File: src/rtl/global_ctrl_seq_if.sv
// Control bundle for global_ctrl_seq. keepalive and wdt_fired exist only when
// GLOBAL_CTRL_SEQ_WATCHDOG_EN is defined.
interface global_ctrl_seq_if #(
    parameter int N = 4
);
    logic         start;
    logic         stop;
    logic [N-1:0] out;
    logic         all_on;
    logic         busy;
`ifdef GLOBAL_CTRL_SEQ_WATCHDOG_EN
    logic         keepalive;
    logic         wdt_fired;

    modport master (output start, stop, keepalive, input out, all_on, busy, wdt_fired);
    modport slave  (input start, stop, keepalive, output out, all_on, busy, wdt_fired);
`else
    modport master (output start, stop, input out, all_on, busy);
    modport slave  (input start, stop, output out, all_on, busy);
`endif
endinterface

File: src/rtl/global_ctrl_seq.sv
// Staggered, registered enable lines for global buffers (thermometer ramp up/down).
// Optional watchdog enabled with `define GLOBAL_CTRL_SEQ_WATCHDOG_EN.
module global_ctrl_seq #(
    parameter int N           = 4,
    parameter int STAGGER     = 16,
    parameter int SYNC_STAGES = 2
`ifdef GLOBAL_CTRL_SEQ_WATCHDOG_EN
   ,parameter int WDT_CYCLES  = 1024
`endif
) (
    input  logic             CLK,
    input  logic             rst_n,
    global_ctrl_seq_if.slave ctrl
);
    localparam int IDX_W = $clog2(N + 1);
    localparam int TMR_W = $clog2(STAGGER + 1);

    localparam logic [2:0] S_SYNC      = 3'd0;
    localparam logic [2:0] S_IDLE      = 3'd1;
    localparam logic [2:0] S_RAMP_UP   = 3'd2;
    localparam logic [2:0] S_ON        = 3'd3;
    localparam logic [2:0] S_RAMP_DOWN = 3'd4;

    localparam logic [IDX_W-1:0]       IDX_LAST   = IDX_W'(N - 1);
    localparam logic [IDX_W-1:0]       IDX_ONE    = IDX_W'(1);
    localparam logic [TMR_W-1:0]       TMR_RELOAD = TMR_W'(STAGGER - 1);
    localparam logic [N-1:0]           OUT_LSB    = N'(1);
    localparam logic [SYNC_STAGES-2:0] SYNC_LSB   = (SYNC_STAGES - 1)'(1);

    logic [2:0]             r_state;
    logic [SYNC_STAGES-2:0] r_sync;
    logic [IDX_W-1:0]       r_idx;
    logic [TMR_W-1:0]       r_tmr;
    logic [N-1:0]           r_out;
    logic                   r_all_on;
    logic                   r_busy;

    logic [2:0]             w_state_nxt;
    logic [IDX_W-1:0]       w_idx_nxt;
    logic [TMR_W-1:0]       w_tmr_nxt;
    logic [N-1:0]           w_out_nxt;
    logic                   w_stop;

`ifdef GLOBAL_CTRL_SEQ_WATCHDOG_EN
    localparam int WDT_W = $clog2(WDT_CYCLES + 1);
    localparam logic [WDT_W-1:0] WDT_RELOAD = WDT_W'(WDT_CYCLES - 1);

    logic [WDT_W-1:0] r_wdt;
    logic             r_fired;
    logic             w_timeout;

    assign w_timeout = (r_state == S_ON) && (r_wdt == '0) && !ctrl.keepalive;
    assign w_stop    = ctrl.stop | w_timeout;
`else
    assign w_stop    = ctrl.stop;
`endif

    // out is a thermometer code, so setting out[idx] is a shift-in of a one
    // and clearing out[idx-1] is a shift-out from the top.
    always_comb begin
        w_state_nxt = r_state;
        w_idx_nxt   = r_idx;
        w_tmr_nxt   = r_tmr;
        w_out_nxt   = r_out;
        case (r_state)
            S_SYNC: begin
                if (r_sync[SYNC_STAGES-2])
                    w_state_nxt = S_IDLE;
            end
            S_IDLE: begin
                if (ctrl.start && !w_stop) begin
                    w_state_nxt = S_RAMP_UP;
                    w_tmr_nxt   = '0;
                end
            end
            S_RAMP_UP: begin
                if (w_stop) begin
                    w_state_nxt = S_RAMP_DOWN;
                    w_tmr_nxt   = '0;
                end else if (r_tmr == '0) begin
                    w_out_nxt = (r_out << 1) | OUT_LSB;
                    w_idx_nxt = r_idx + 1'b1;
                    w_tmr_nxt = TMR_RELOAD;
                    if (r_idx == IDX_LAST)
                        w_state_nxt = S_ON;
                end else begin
                    w_tmr_nxt = r_tmr - 1'b1;
                end
            end
            S_ON: begin
                if (w_stop) begin
                    w_state_nxt = S_RAMP_DOWN;
                    w_tmr_nxt   = '0;
                end
            end
            S_RAMP_DOWN: begin
                if (r_idx == '0) begin
                    w_state_nxt = S_IDLE;
                end else if (r_tmr == '0) begin
                    w_out_nxt = r_out >> 1;
                    w_idx_nxt = r_idx - 1'b1;
                    w_tmr_nxt = TMR_RELOAD;
                    if (r_idx == IDX_ONE)
                        w_state_nxt = S_IDLE;
                end else begin
                    w_tmr_nxt = r_tmr - 1'b1;
                end
            end
            default: w_state_nxt = S_SYNC;
        endcase
    end

    // The state register leaving SYNC acts as the last synchronizer stage.
    always_ff @(posedge CLK or negedge rst_n) begin
        if (!rst_n) begin
            r_state  <= S_SYNC;
            r_sync   <= '0;
            r_idx    <= '0;
            r_tmr    <= '0;
            r_out    <= '0;
            r_all_on <= 1'b0;
            r_busy   <= 1'b1;
        end else begin
            r_state  <= w_state_nxt;
            r_sync   <= (r_sync << 1) | SYNC_LSB;
            r_idx    <= w_idx_nxt;
            r_tmr    <= w_tmr_nxt;
            r_out    <= w_out_nxt;
            r_all_on <= (w_state_nxt == S_ON);
            r_busy   <= (w_state_nxt == S_SYNC) || (w_state_nxt == S_RAMP_UP) ||
                        (w_state_nxt == S_RAMP_DOWN);
        end
    end

`ifdef GLOBAL_CTRL_SEQ_WATCHDOG_EN
    always_ff @(posedge CLK or negedge rst_n) begin
        if (!rst_n) begin
            r_wdt   <= '0;
            r_fired <= 1'b0;
        end else begin
            if (r_state != S_ON && w_state_nxt == S_ON)
                r_wdt <= WDT_RELOAD;
            else if (r_state == S_ON && ctrl.keepalive)
                r_wdt <= WDT_RELOAD;
            else if (r_state == S_ON && r_wdt != '0)
                r_wdt <= r_wdt - 1'b1;

            if (w_timeout)
                r_fired <= 1'b1;
            else if (r_state == S_IDLE && ctrl.start && !w_stop)
                r_fired <= 1'b0;
        end
    end

    assign ctrl.wdt_fired = r_fired;
`endif

    assign ctrl.out    = r_out;
    assign ctrl.all_on = r_all_on;
    assign ctrl.busy   = r_busy;
endmodule

File: src/flat_wrapper.sv
// flat-port wrapper written by rule: the top's interface ports become plain ports
module global_ctrl_seq_flat 
#(
    parameter int N           = 4,
    parameter int STAGGER     = 16,
    parameter int SYNC_STAGES = 2

)
  (CLK, rst_n, ctrl_start, ctrl_stop, ctrl_out, ctrl_all_on, ctrl_busy);
  global_ctrl_seq_if #(.N(N)) ctrl_i ();
  input  logic CLK;
  input  logic rst_n;
  input wire logic [$bits(ctrl_i.start)-1:0] ctrl_start;
  input wire logic [$bits(ctrl_i.stop)-1:0] ctrl_stop;
  output wire logic [$bits(ctrl_i.out)-1:0] ctrl_out;
  output wire logic [$bits(ctrl_i.all_on)-1:0] ctrl_all_on;
  output wire logic [$bits(ctrl_i.busy)-1:0] ctrl_busy;
  assign ctrl_i.start = ctrl_start;
  assign ctrl_i.stop = ctrl_stop;
  assign ctrl_out = ctrl_i.out;
  assign ctrl_all_on = ctrl_i.all_on;
  assign ctrl_busy = ctrl_i.busy;
  global_ctrl_seq #(.N(N), .STAGGER(STAGGER), .SYNC_STAGES(SYNC_STAGES)) u_core (.CLK(CLK), .rst_n(rst_n), .ctrl(ctrl_i));
endmodule
File: config.mk
export PLATFORM = sky130hd
export DESIGN_NAME = global_ctrl_seq_flat
export DESIGN_NICKNAME = d
export VERILOG_FILES = /design/src/rtl/global_ctrl_seq_if.sv /design/src/rtl/global_ctrl_seq.sv /design/src/flat_wrapper.sv
export SDC_FILE = /design/constraint.sdc
export NUM_CORES = 1
export LEC_CHECK = 0
export BUFFER_PORTS_ARGS = -buffer_cell sky130_fd_sc_hd__buf_2
export CAP_MARGIN = 40
export CORE_ASPECT_RATIO = 0.5
export CORE_MARGIN = 2
export CORE_UTILIZATION = 35
export CTS_CLUSTER_DIAMETER = 120
export DETAILED_ROUTE_END_ITERATION = 10
export PLACE_DENSITY = 0.53
export SKIP_CTS_REPAIR_TIMING = 1
export SLEW_MARGIN = 10
export SYNTH_ARGS = -nofsm -noshare
export SYNTH_HDL_FRONTEND = slang
export SYNTH_SLANG_ARGS = --single-unit
File: constraint.sdc
create_clock -name CLK -period 5 [get_ports CLK]
set_input_delay 0.25 -clock CLK [delete_from_list [all_inputs] [get_ports CLK]]
set_output_delay 0.25 -clock CLK [all_outputs]
set_load 0.05 [all_outputs]
==> flow_metrics.tcl <==
set metrics [dict create \
    dr.pass1.iters 4 \
    layout_min_cycle_time_ns 1.95 \
    synthTopCellsByArea "dfrtp_1, ha_1, a21oi_1" \
    cp_num_buf_inv 1 \
    gp_congestion 0.752 \
    yosysSeqAreaShare_pct 42.2 \
    setup-tns-final_ns 0 \
    grt_first_pass_wirelength_um 3740 \
    ys_ff_latch 18 \
    end_kind "register" \
    totalWireLength_um 2140 \
    first_global_vias 771 \
    min_period_over_period_pct 38.9 \
    r2r_slack_ns 3.05 \
    placed_area_sq_um 1150 \
    nFillCells 286 \
    die_width_um 82.2 \
    ys_types 44 \
    clock_sinks 18 \
    cp.required_ns 5.13 \
    core-area_sq_um 2960 \
    drc_errors 0 \
    clk_pin_slew_worst_paths_ns 0.07 \
    pwr_density_cell_nw_per_um2 686 \
    yosys_warnings 0 \
    power_leakage_nw 0.564 \
    nNetsFinal 124 \
    finalHoldViolCount 0 \
    ff2ff_path_depth 6 \
    drt_iter0_drc 34 \
    fmax_mhz 514 \
    track_usage_pct 14.4 \
    num_vias 784 \
    drive_gt1_share_pct 21.4 \
    yosys.area.top_type "dfrtp_1" \
    cts_buffer_depth 2 \
    hpwl_um 1550 \
    r2r-start "u_core.r_tmr[0]$_DFFE_PN0P_" \
    core.rowCount 14 \
    avgRoutedWirePerCell_um 14.1 \
    synth_top_area_share_pct 39.7 \
    clock_latency_ns 0.25 \
    synth_nets 112 \
    netlist_area_sq_um 1070 \
    initial_core_util_pct 36.2 \
    crit_arrival_ns 2.08 \
    worstPathCellList "inv_1 > ha_1 > nor4b_2 > a311o_1 > o211ai_1 > o311ai_1" \
    setup_violations 0 \
    die_y_um 43.1 \
    yosys.cell_count.top_type "dfrtp_1" \
    pin_count 10 \
    syn_area_per_cell_sq_um 10.6 \
    critPathLaunchType "register" \
    synth_ff_type "dfrtp_1" \
    worstSetupStartpoint "u_core.r_tmr[0]$_DFFE_PN0P_" \
    antenna_found_initial 0 \
    cts.htree.levels 1 \
    final_core_util_pct 41.0 \
    dieArea_sq_um 3550 \
    ys_top_cells_by_count "dfrtp_1, a21oi_1, ha_1, inv_1, nor2_1" \
    postRouteAntennaNets 0 \
    grt_max_degree 19 \
    rsz0062_at_grt "no" \
    max_cap_viol_count 0 \
    finClkSkew_ns 0.00299 \
    slowest_stage "nor4b_2" \
    multi_input_area_sq_um 577 \
    status "complete, no violations" \
    syn_inst 101 \
    seq_area_sq_um 452 \
    viasPerCell 5.16 \
    crit_type "reg -> reg" \
    hold_path_class "in -> reg" \
    worst_slew_pin_slew_ns 0.666 \
    postLayoutCellArea_sq_um 1210 \
    max_stage_delay_ns 0.57 \
    vdd_drop_max_uv 227 \
    async_reset_ff_share_pct 100 \
    areaGrowthSynthToFinish_pct 13.4 \
    r2r_end "u_core.r_state[0]$_DFF_PN0_" \
    crit_path_end "u_core.r_state[0]$_DFF_PN0_" \
    relSlewSlack_pct 55.5 \
    cts-root-buf "clkbuf_8" \
    crit_path_max_fanout 6 \
    diodes 0 \
    slew_violations 0 \
    gr-total-overflow 0 \
    path_depth 6 \
    cts_tree "yes" \
    synth_edf_count 0 \
    cp_top_family "simple AND/OR/NAND/NOR gates" \
    port-buffer-count 9 \
    cts_buffers 3 \
]
## cell families after synthesis
kind of cell	after synthesis	share of synthesized area [%]
xor+xnor	2	1.64
other cells	1	0.350
fa+ha+maj	7	8.18
compound gates	27	18.8
mux	4	4.21
simple gates	32	20.7
buf+inv	10	3.97
flops	18	42.2
## state kept, by name (all words and copies together), names as in the netlist
signal / flops
u_core.r_state: 3
u_core.r_sync: 1
u_core.ctrl.all_on: 1
u_core.r_idx: 3
u_core.ctrl.out: 4
u_core.r_tmr: 5
u_core.ctrl.busy: 1
## layout make-up
| type | instances | share of cell area [%] |
|---|---|---|
| timing repair buffer | 10 | 4.53 |
| clock buffer | 4 | 4.53 |
| inverter | 7 | 2.16 |
| sequential | 18 | 37.2 |
| multi-input combinational | 73 | 47.5 |
| tap | 40 | 4.12 |
## stage by stage
step | setup WS (ns) | cells | power [mW] | hold slack (ns)
global placement | 3.14 | 147 | 0.710 | 0.209
detailed placement | 3.10 | 147 | 0.715 | 0.211
finish | 3.05 | 152 | 0.834 | 0.213
floorplan | 3.23 | 101 | 0.619 | -0.0456
global route | 2.91 | 152 | 0.906 | 0.205
CTS | 3.09 | 151 | 0.839 | -0.0692
## power by group
part / internal [mW] / switching (mW)
Sequential: 0.205 / 0.0738
Clock: 0.0699 / 0.0481
Combinational: 0.172 / 0.265
Total: 0.446 / 0.387
## worst min path at each step
stage | from | end | slack [ns] | cells after the start
after floorplan | rst_n | u_core.ctrl.all_on$_DFF_PN0_ | -0.05 | 0
after global placement | rst_n | u_core.r_sync$_DFF_PN0_ | 0.21 | 1
after detailed placement | rst_n | u_core.r_sync$_DFF_PN0_ | 0.21 | 1
after CTS | rst_n | u_core.ctrl.out[2]$_DFFE_PN0P_ | -0.07 | 1
after global routing | ctrl_stop | u_core.r_state[1]$_DFF_PN0_ | 0.21 | 2
final | ctrl_stop | u_core.r_state[1]$_DFF_PN0_ | 0.21 | 2
## routing by layer
metal | part of all wire [%] | track usage, % | vias to the layer above
met2 | 41 | 19.4 | 10
met4 | 1.2 | 6.00 | 0
met5 | 0 | 0 | -
met1 | 54 | 20.8 | 385
met3 | 3.5 | 4.89 | 2
li1 | - | - | 387
## placed cells by master, fill, tap and decap left out, types with 2 or more instances in the layout
cell	Yosys	layout
ha_1	7	7
a221o_1	2	2
nor3_1	3	3
xnor2_1	2	2
nand2b_1	2	2
buf_2	1	9
nor2b_1	2	2
o21ai_0	2	2
a22o_1	2	2
or3b_1	2	2
o21ai_2	2	2
nor2_1	7	7
dfrtp_1	17	17
clkbuf_8	0	4
mux2i_1	3	3
inv_1	7	7
o311a_1	2	2
a31oi_1	2	2
nand2_1	4	4
a21oi_1	7	7
Note: power is estimated with default switching activity, not from simulation.
